### src/rtl/ram_arbiter.sv
// Round-robin arbiter sequencing instruction-fetch and data-memory word requests
// onto a single byte-wide RAM, assembling read bytes little-endian.
module ram_arbiter #(
    parameter int MAX_IBYTES = 6
) (
    input  logic                    clk,
    input  logic                    reset,
    input  logic                    i_req,
    input  logic [31:0]             i_addr,
    input  logic [2:0]              i_len,
    output logic                    i_done,
    output logic [8*MAX_IBYTES-1:0] i_rdata,
    input  logic                    d_req,
    input  logic                    d_we,
    input  logic [31:0]             d_addr,
    input  logic [31:0]             d_wdata,
    output logic                    d_done,
    output logic [31:0]             d_rdata,
    output logic [31:0]             ram_addr,
    output logic [7:0]              ram_wdata,
    input  logic [7:0]              ram_rdata,
    output logic                    ram_we,
    output logic                    ram_re,
    output logic                    busy,
    output logic                    owner
);

    typedef enum logic [1:0] {IDLE, XFER, DONE} state_t;

    localparam logic [2:0] MAX_LEN = 3'(MAX_IBYTES);

    state_t                  state_q, state_d;
    logic [2:0]              cnt_q, cnt_d;
    logic [2:0]              len_q, len_d;
    logic                    owner_q, owner_d;
    logic                    last_grant_q, last_grant_d;
    logic                    we_q, we_d;
    logic [31:0]             base_q, base_d;
    logic [31:0]             wdata_q, wdata_d;
    logic [31:0]             d_rdata_q, d_rdata_d;
    logic [8*MAX_IBYTES-1:0] i_rdata_q, i_rdata_d;
    logic [2:0]              i_len_eff;
    logic                    xfer;

    always_comb begin
        i_len_eff = i_len;
        if (i_len == 3'd0)
            i_len_eff = 3'd1;
        else if (i_len > MAX_LEN)
            i_len_eff = MAX_LEN;
    end

    always_comb begin
        state_d      = state_q;
        cnt_d        = cnt_q;
        len_d        = len_q;
        owner_d      = owner_q;
        last_grant_d = last_grant_q;
        we_d         = we_q;
        base_d       = base_q;
        wdata_d      = wdata_q;
        d_rdata_d    = d_rdata_q;
        i_rdata_d    = i_rdata_q;
        case (state_q)
            IDLE: begin
                if (i_req || d_req) begin
                    // On a tie, the port that lost last time wins (last_grant=0 favours data).
                    owner_d      = d_req & (~i_req | ~last_grant_q);
                    last_grant_d = owner_d;
                    base_d       = owner_d ? d_addr : i_addr;
                    len_d        = owner_d ? 3'd4 : i_len_eff;
                    we_d         = owner_d & d_we;
                    wdata_d      = d_wdata;
                    cnt_d        = 3'd0;
                    state_d      = XFER;
                    if (!owner_d)
                        i_rdata_d = '0;
                end
            end
            XFER: begin
                if (!we_q) begin
                    if (owner_q) begin
                        for (int k = 0; k < 4; k++)
                            if (cnt_q == 3'(k)) d_rdata_d[8*k +: 8] = ram_rdata;
                    end else begin
                        for (int k = 0; k < MAX_IBYTES; k++)
                            if (cnt_q == 3'(k)) i_rdata_d[8*k +: 8] = ram_rdata;
                    end
                end
                if (cnt_q == len_q - 3'd1)
                    state_d = DONE;
                else
                    cnt_d = cnt_q + 3'd1;
            end
            DONE:    state_d = IDLE;
            default: state_d = IDLE;
        endcase
    end

    always_ff @(posedge clk or posedge reset) begin
        if (reset) begin
            state_q      <= IDLE;
            cnt_q        <= 3'd0;
            len_q        <= 3'd0;
            owner_q      <= 1'b0;
            last_grant_q <= 1'b0;
            we_q         <= 1'b0;
            base_q       <= 32'd0;
            wdata_q      <= 32'd0;
            d_rdata_q    <= 32'd0;
            i_rdata_q    <= '0;
        end else begin
            state_q      <= state_d;
            cnt_q        <= cnt_d;
            len_q        <= len_d;
            owner_q      <= owner_d;
            last_grant_q <= last_grant_d;
            we_q         <= we_d;
            base_q       <= base_d;
            wdata_q      <= wdata_d;
            d_rdata_q    <= d_rdata_d;
            i_rdata_q    <= i_rdata_d;
        end
    end

    assign xfer     = (state_q == XFER);
    assign ram_addr = xfer ? base_q + {29'd0, cnt_q} : 32'd0;
    assign ram_re   = xfer & ~we_q;
    assign ram_we   = xfer & we_q;
    assign i_done   = (state_q == DONE) & ~owner_q;
    assign d_done   = (state_q == DONE) & owner_q;
    assign busy     = (state_q != IDLE);
    assign owner    = owner_q;
    assign i_rdata  = i_rdata_q;
    assign d_rdata  = d_rdata_q;

    always_comb begin
        ram_wdata = 8'd0;
        if (xfer && we_q)
            for (int k = 0; k < 4; k++)
                if (cnt_q == 3'(k)) ram_wdata = wdata_q[8*k +: 8];
    end

endmodule

### config.mk
export PLATFORM = sky130hd
export DESIGN_NAME = ram_arbiter
export DESIGN_NICKNAME = d
export VERILOG_FILES = /design/src/rtl/ram_arbiter.sv
export SDC_FILE = /design/constraint.sdc
export NUM_CORES = 1
export LEC_CHECK = 0
export ABC_AREA = 1
export CAP_MARGIN = 20
export CORE_MARGIN = 3
export CORE_UTILIZATION = 47
export DETAILED_ROUTE_END_ITERATION = 8
export PLACE_DENSITY = 0.85
export SYNTH_ARGS = -nofsm -noshare
export SYNTH_HDL_FRONTEND = slang
export SYNTH_SLANG_ARGS = --single-unit
### constraint.sdc
create_clock -name clk -period 7.1 [get_ports clk]
set_clock_uncertainty 0.05 [all_clocks]
set_input_delay 1.42 -clock clk [delete_from_list [all_inputs] [get_ports clk]]
set_output_delay 1.42 -clock clk [all_outputs]
set_load 0.1 [all_outputs]
==> summary.log <==
qor: status.outcome complete, no violations
qor: sta.fin_worst_hold_slack 0.426 ns
qor: critical_path.arrival 3.72 ns
qor: sta.fmax 193 MHz
qor: placement.place.port_buffers 237
qor: synthesis.seq_cells_post_synth 154
qor: critical_path.timing.setup.critical_path_class flip-flop to output port
qor: cts.cts.clk_slew.worst_paths 0.07 ns
qor: global_route.grt_first_pass_wirelength 38,200 um
qor: hold_path.hold_end wdata_q[17]$_DFFE_PP0P_
qor: cts.clock_tree.buffer_depth 2
qor: floorplanning.die_w 134 um
qor: sta.setup_viol 0
qor: critical_path.reg2reg_to base_q[3]$_DFFE_PP0P_
qor: floorplanning.io_pins 238
qor: drt.routed_wire_length_per_instance 16.9 um
qor: cts.clkLatencyLatePin 0.42 ns
qor: sta.finalCriticalPeriod 5.19 ns
qor: floorplanning.die_h 134 um
qor: hold_path.worst_hold_startpoint wdata_q[17]$_DFFE_PP0P_
qor: critical_path.startpoint_type_of_the_worst_setup_path flip-flop
qor: floorplanning.design.die.area 0.0180 mm^2
qor: hold_path.worstHoldPathType flip-flop to flip-flop
qor: drt.drt_first_pass_iters 6
qor: critical_path.regToRegSetupSlack 4.53 ns
qor: cts.clock_root_buffer sky130_fd_sc_hd__clkbuf_16
qor: synthesis.netlist_area 0.00773 mm^2
qor: global_route.grt_overflow_total 0
qor: synthesis.netlist-cell-type-count 36
qor: cts.cts_setup_buffers 0
qor: drt.detail-route-antenna-nets 0
qor: synthesis.net_count_after_synthesis 1,118
qor: drt.avgViaCountPerCell 5.30
qor: sta.final.period_utilization 73.1%
qor: global_route.antenna_violations_before_repair 0
qor: critical_path.required 5.63 ns
qor: floorplanning.start_util 48.3%
qor: layout.antenna_cells 0
qor: synthesis.avgSynthCellArea 7.76 um^2
qor: cts.tritoncts done
qor: global_route.groute.usage.overall 26.9%
qor: layout.drive_gt1_share 5.93%
qor: hold_path.hold_depth 2
qor: synthesis.synthDominantAreaCellType sky130_fd_sc_hd__dfrtp_1
qor: cts.h-tree-depth 4
qor: synthesis.yosys_warnings 0
qor: job.max_cap_check_violation_count 0
qor: synthesis.synth.area.top_cells sky130_fd_sc_hd__dfrtp_1 50%, sky130_fd_sc_hd__nand2_1 14%, sky130_fd_sc_hd__nor2_1 6.2%
qor: synthesis.ys_seq_area_share 49.9%
qor: synthesis.yosys.area.top_type_share 49.9%
qor: cts.cts.repair.resized 0
qor: critical_path.timing.critical_path.to_type output port
qor: sta.max_slew.worst_pin.slew 1.05 ns
qor: drt.final_routed_wirelength_across_all_metal_layers 24,500 um
qor: placement.detailed_place_hpwl 18,300 um
qor: placement.gpl.final_weighted_congestion 0.969
qor: layout.design.final.nets 1,339
qor: drt.detail_route.iter0.violations 642
qor: layout.area_growth_syn_to_layout 39.7%
qor: drt.drc 0
qor: sta.finalSetupTns 0 ns
qor: cts.holdBufCountCts 0
qor: sta.timing_hold_violations_final 0
qor: floorplanning.placementRows 46
qor: sta.slew_viol_final 0
qor: sta.relSlewSlack 29.6%
qor: critical_path.path_max_fanout 6
qor: global_route.maximum_number_of_pins_on_one_net_before_global_route_repair 102
qor: drt.routed-via-count 7,659
qor: sta.rsz0062_at_grt no
qor: global_route.first_global_vias 7,148
qor: sta.worst_path_setup_slack_after_routing 1.91 ns
qor: floorplanning.area_of_the_core_region 0.0160 mm^2
qor: synthesis.synth_cells 996
qor: critical_path.rr_startpoint last_grant_q$_DFFE_PP0P_
qor: critical_path.worst_r2r_path_depth 5
qor: cts.cts.sink_count 154
qor: placement.preCtsSetupSlack 2.35 ns
qor: cts.cts_buffers 17
cell usage in the layout (no fill, tap or decap), types with 17 or more instances in the layout:
master | synthesis | routed
sky130_fd_sc_hd__o22ai_1 | 24 | 24
sky130_fd_sc_hd__nand3_1 | 31 | 31
sky130_fd_sc_hd__dfrtp_1 | 154 | 154
sky130_fd_sc_hd__nor2_1 | 127 | 127
sky130_fd_sc_hd__nand2_1 | 294 | 294
sky130_fd_sc_hd__clkdlybuf4s50_1 | 0 | 237
sky130_fd_sc_hd__inv_1 | 93 | 92
sky130_fd_sc_hd__clkbuf_16 | 0 | 17
sky130_fd_sc_hd__o21ai_0 | 83 | 83
sky130_fd_sc_hd__a21oi_1 | 27 | 27
sky130_fd_sc_hd__o21ai_1 | 47 | 47
metal layers:
metal / wire length (um) / track usage, % / part of all wire (%)
met4: 609 / 8.65 / 2.5
met5: 0 / 0 / 0
met1: 10300 / 36.4 / 42
met3: 1730 / 5.33 / 7.0
met2: 11900 / 44.0 / 49
sequential cells by signal (all words and copies together) (netlist names):
name,cells
wdata_q,32
base_q,32
we_q,1
last_grant_q,1
i_rdata,48
len_q,3
d_rdata,32
cnt_q,3
state_q,2
cells by family after synthesis:
family / Yosys count / share of synthesized area (%)
compound gates: 203 / 14.6
flops: 154 / 49.9
buf+inv: 138 / 7.61
xor+xnor: 4 / 0.453
fa+ha+maj: 11 / 1.85
simple gates: 486 / 25.7
synth_stat cells:
library cell,count
sky130_fd_sc_hd__nand2_1,294
sky130_fd_sc_hd__dfrtp_1,154
sky130_fd_sc_hd__nor2_1,127
sky130_fd_sc_hd__inv_1,93
sky130_fd_sc_hd__o21ai_0,83
sky130_fd_sc_hd__o21ai_1,47
sky130_fd_sc_hd__nand3_1,31
sky130_fd_sc_hd__a21oi_1,27
sky130_fd_sc_hd__o22ai_1,24
sky130_fd_sc_hd__buf_2,21
sky130_fd_sc_hd__clkbuf_1,12
sky130_fd_sc_hd__nor3_1,12
sky130_fd_sc_hd__o21ai_2,12
sky130_fd_sc_hd__ha_1,9
sky130_fd_sc_hd__nand2_2,8
sky130_fd_sc_hd__o211ai_1,8
sky130_fd_sc_hd__buf_6,4
sky130_fd_sc_hd__inv_2,4
sky130_fd_sc_hd__nand4_1,4
sky130_fd_sc_hd__nor3_2,3
sky130_fd_sc_hd__nand3_2,2
sky130_fd_sc_hd__xnor2_1,2
sky130_fd_sc_hd__xor2_1,2
sky130_fd_sc_hd__a21oi_4,1
sky130_fd_sc_hd__and2_4,1
sky130_fd_sc_hd__buf_1,1
sky130_fd_sc_hd__buf_8,1
sky130_fd_sc_hd__clkinv_1,1
sky130_fd_sc_hd__fa_1,1
sky130_fd_sc_hd__inv_4,1
sky130_fd_sc_hd__maj3_1,1
sky130_fd_sc_hd__nor2_2,1
sky130_fd_sc_hd__nor2_4,1
sky130_fd_sc_hd__nor2_8,1
sky130_fd_sc_hd__nor3_4,1
sky130_fd_sc_hd__o21bai_1,1
critical path, cell delays in order (launching register included):
cell                              delay [ns]
sky130_fd_sc_hd__dfrtp_1                0.45
sky130_fd_sc_hd__ha_1                   0.21
sky130_fd_sc_hd__inv_1                  0.06
sky130_fd_sc_hd__fa_1                   0.39
sky130_fd_sc_hd__inv_1                  0.09
sky130_fd_sc_hd__nand3_1                0.07
sky130_fd_sc_hd__nand2_1                0.14
sky130_fd_sc_hd__nand2_1                0.15
sky130_fd_sc_hd__nor2_1                 0.31
sky130_fd_sc_hd__nand2_1                0.08
sky130_fd_sc_hd__nand2_1                0.07
sky130_fd_sc_hd__nand2_1                0.04
sky130_fd_sc_hd__nor2_1                 0.08
sky130_fd_sc_hd__clkdlybuf4s50_1        1.16
worst max path at each step:
stage | startpoint | end | slack [ns] | cells past startpoint
final | cnt_q[0]$_DFFE_PP0P_ | ram_addr[26] | 1.91 | 13
after global placement | cnt_q[0]$_DFFE_PP0P_ | ram_addr[26] | 2.42 | 13
after CTS | cnt_q[0]$_DFFE_PP0P_ | ram_addr[26] | 1.88 | 13
after global routing | cnt_q[0]$_DFFE_PP0P_ | ram_addr[26] | 1.65 | 13
after detailed placement | cnt_q[0]$_DFFE_PP0P_ | ram_addr[26] | 2.35 | 13
after floorplan | reset | base_q[0]$_DFFE_PP0P_ | 1.48 | 1
cell type report:
cell class | count | area, um^2
fill | 1338 | 5210
sequential | 154 | 3850
multi-input combinational | 704 | 3290
timing repair buffer | 241 | 2400
clock buffer | 19 | 453
inverter | 99 | 379
tap | 216 | 270
clock inverter | 13 | 148
per-stage QoR:
stage / util [%] / area, um^2 / cells
2_1_floorplan: - / 7730 / 996
3_3_place_gp: 63.7 / 10200 / 1414
3_5_place_dp: 63.7 / 10200 / 1414
4_1_cts: 67.4 / 10800 / 1446
5_1_grt: 67.4 / 10800 / 1446
6_report: 67.4 / 10800 / 1446
Power is left out: the tool's default activity adds up to more than one toggle a clock period on the data nets, which glitch-free logic cannot reach.
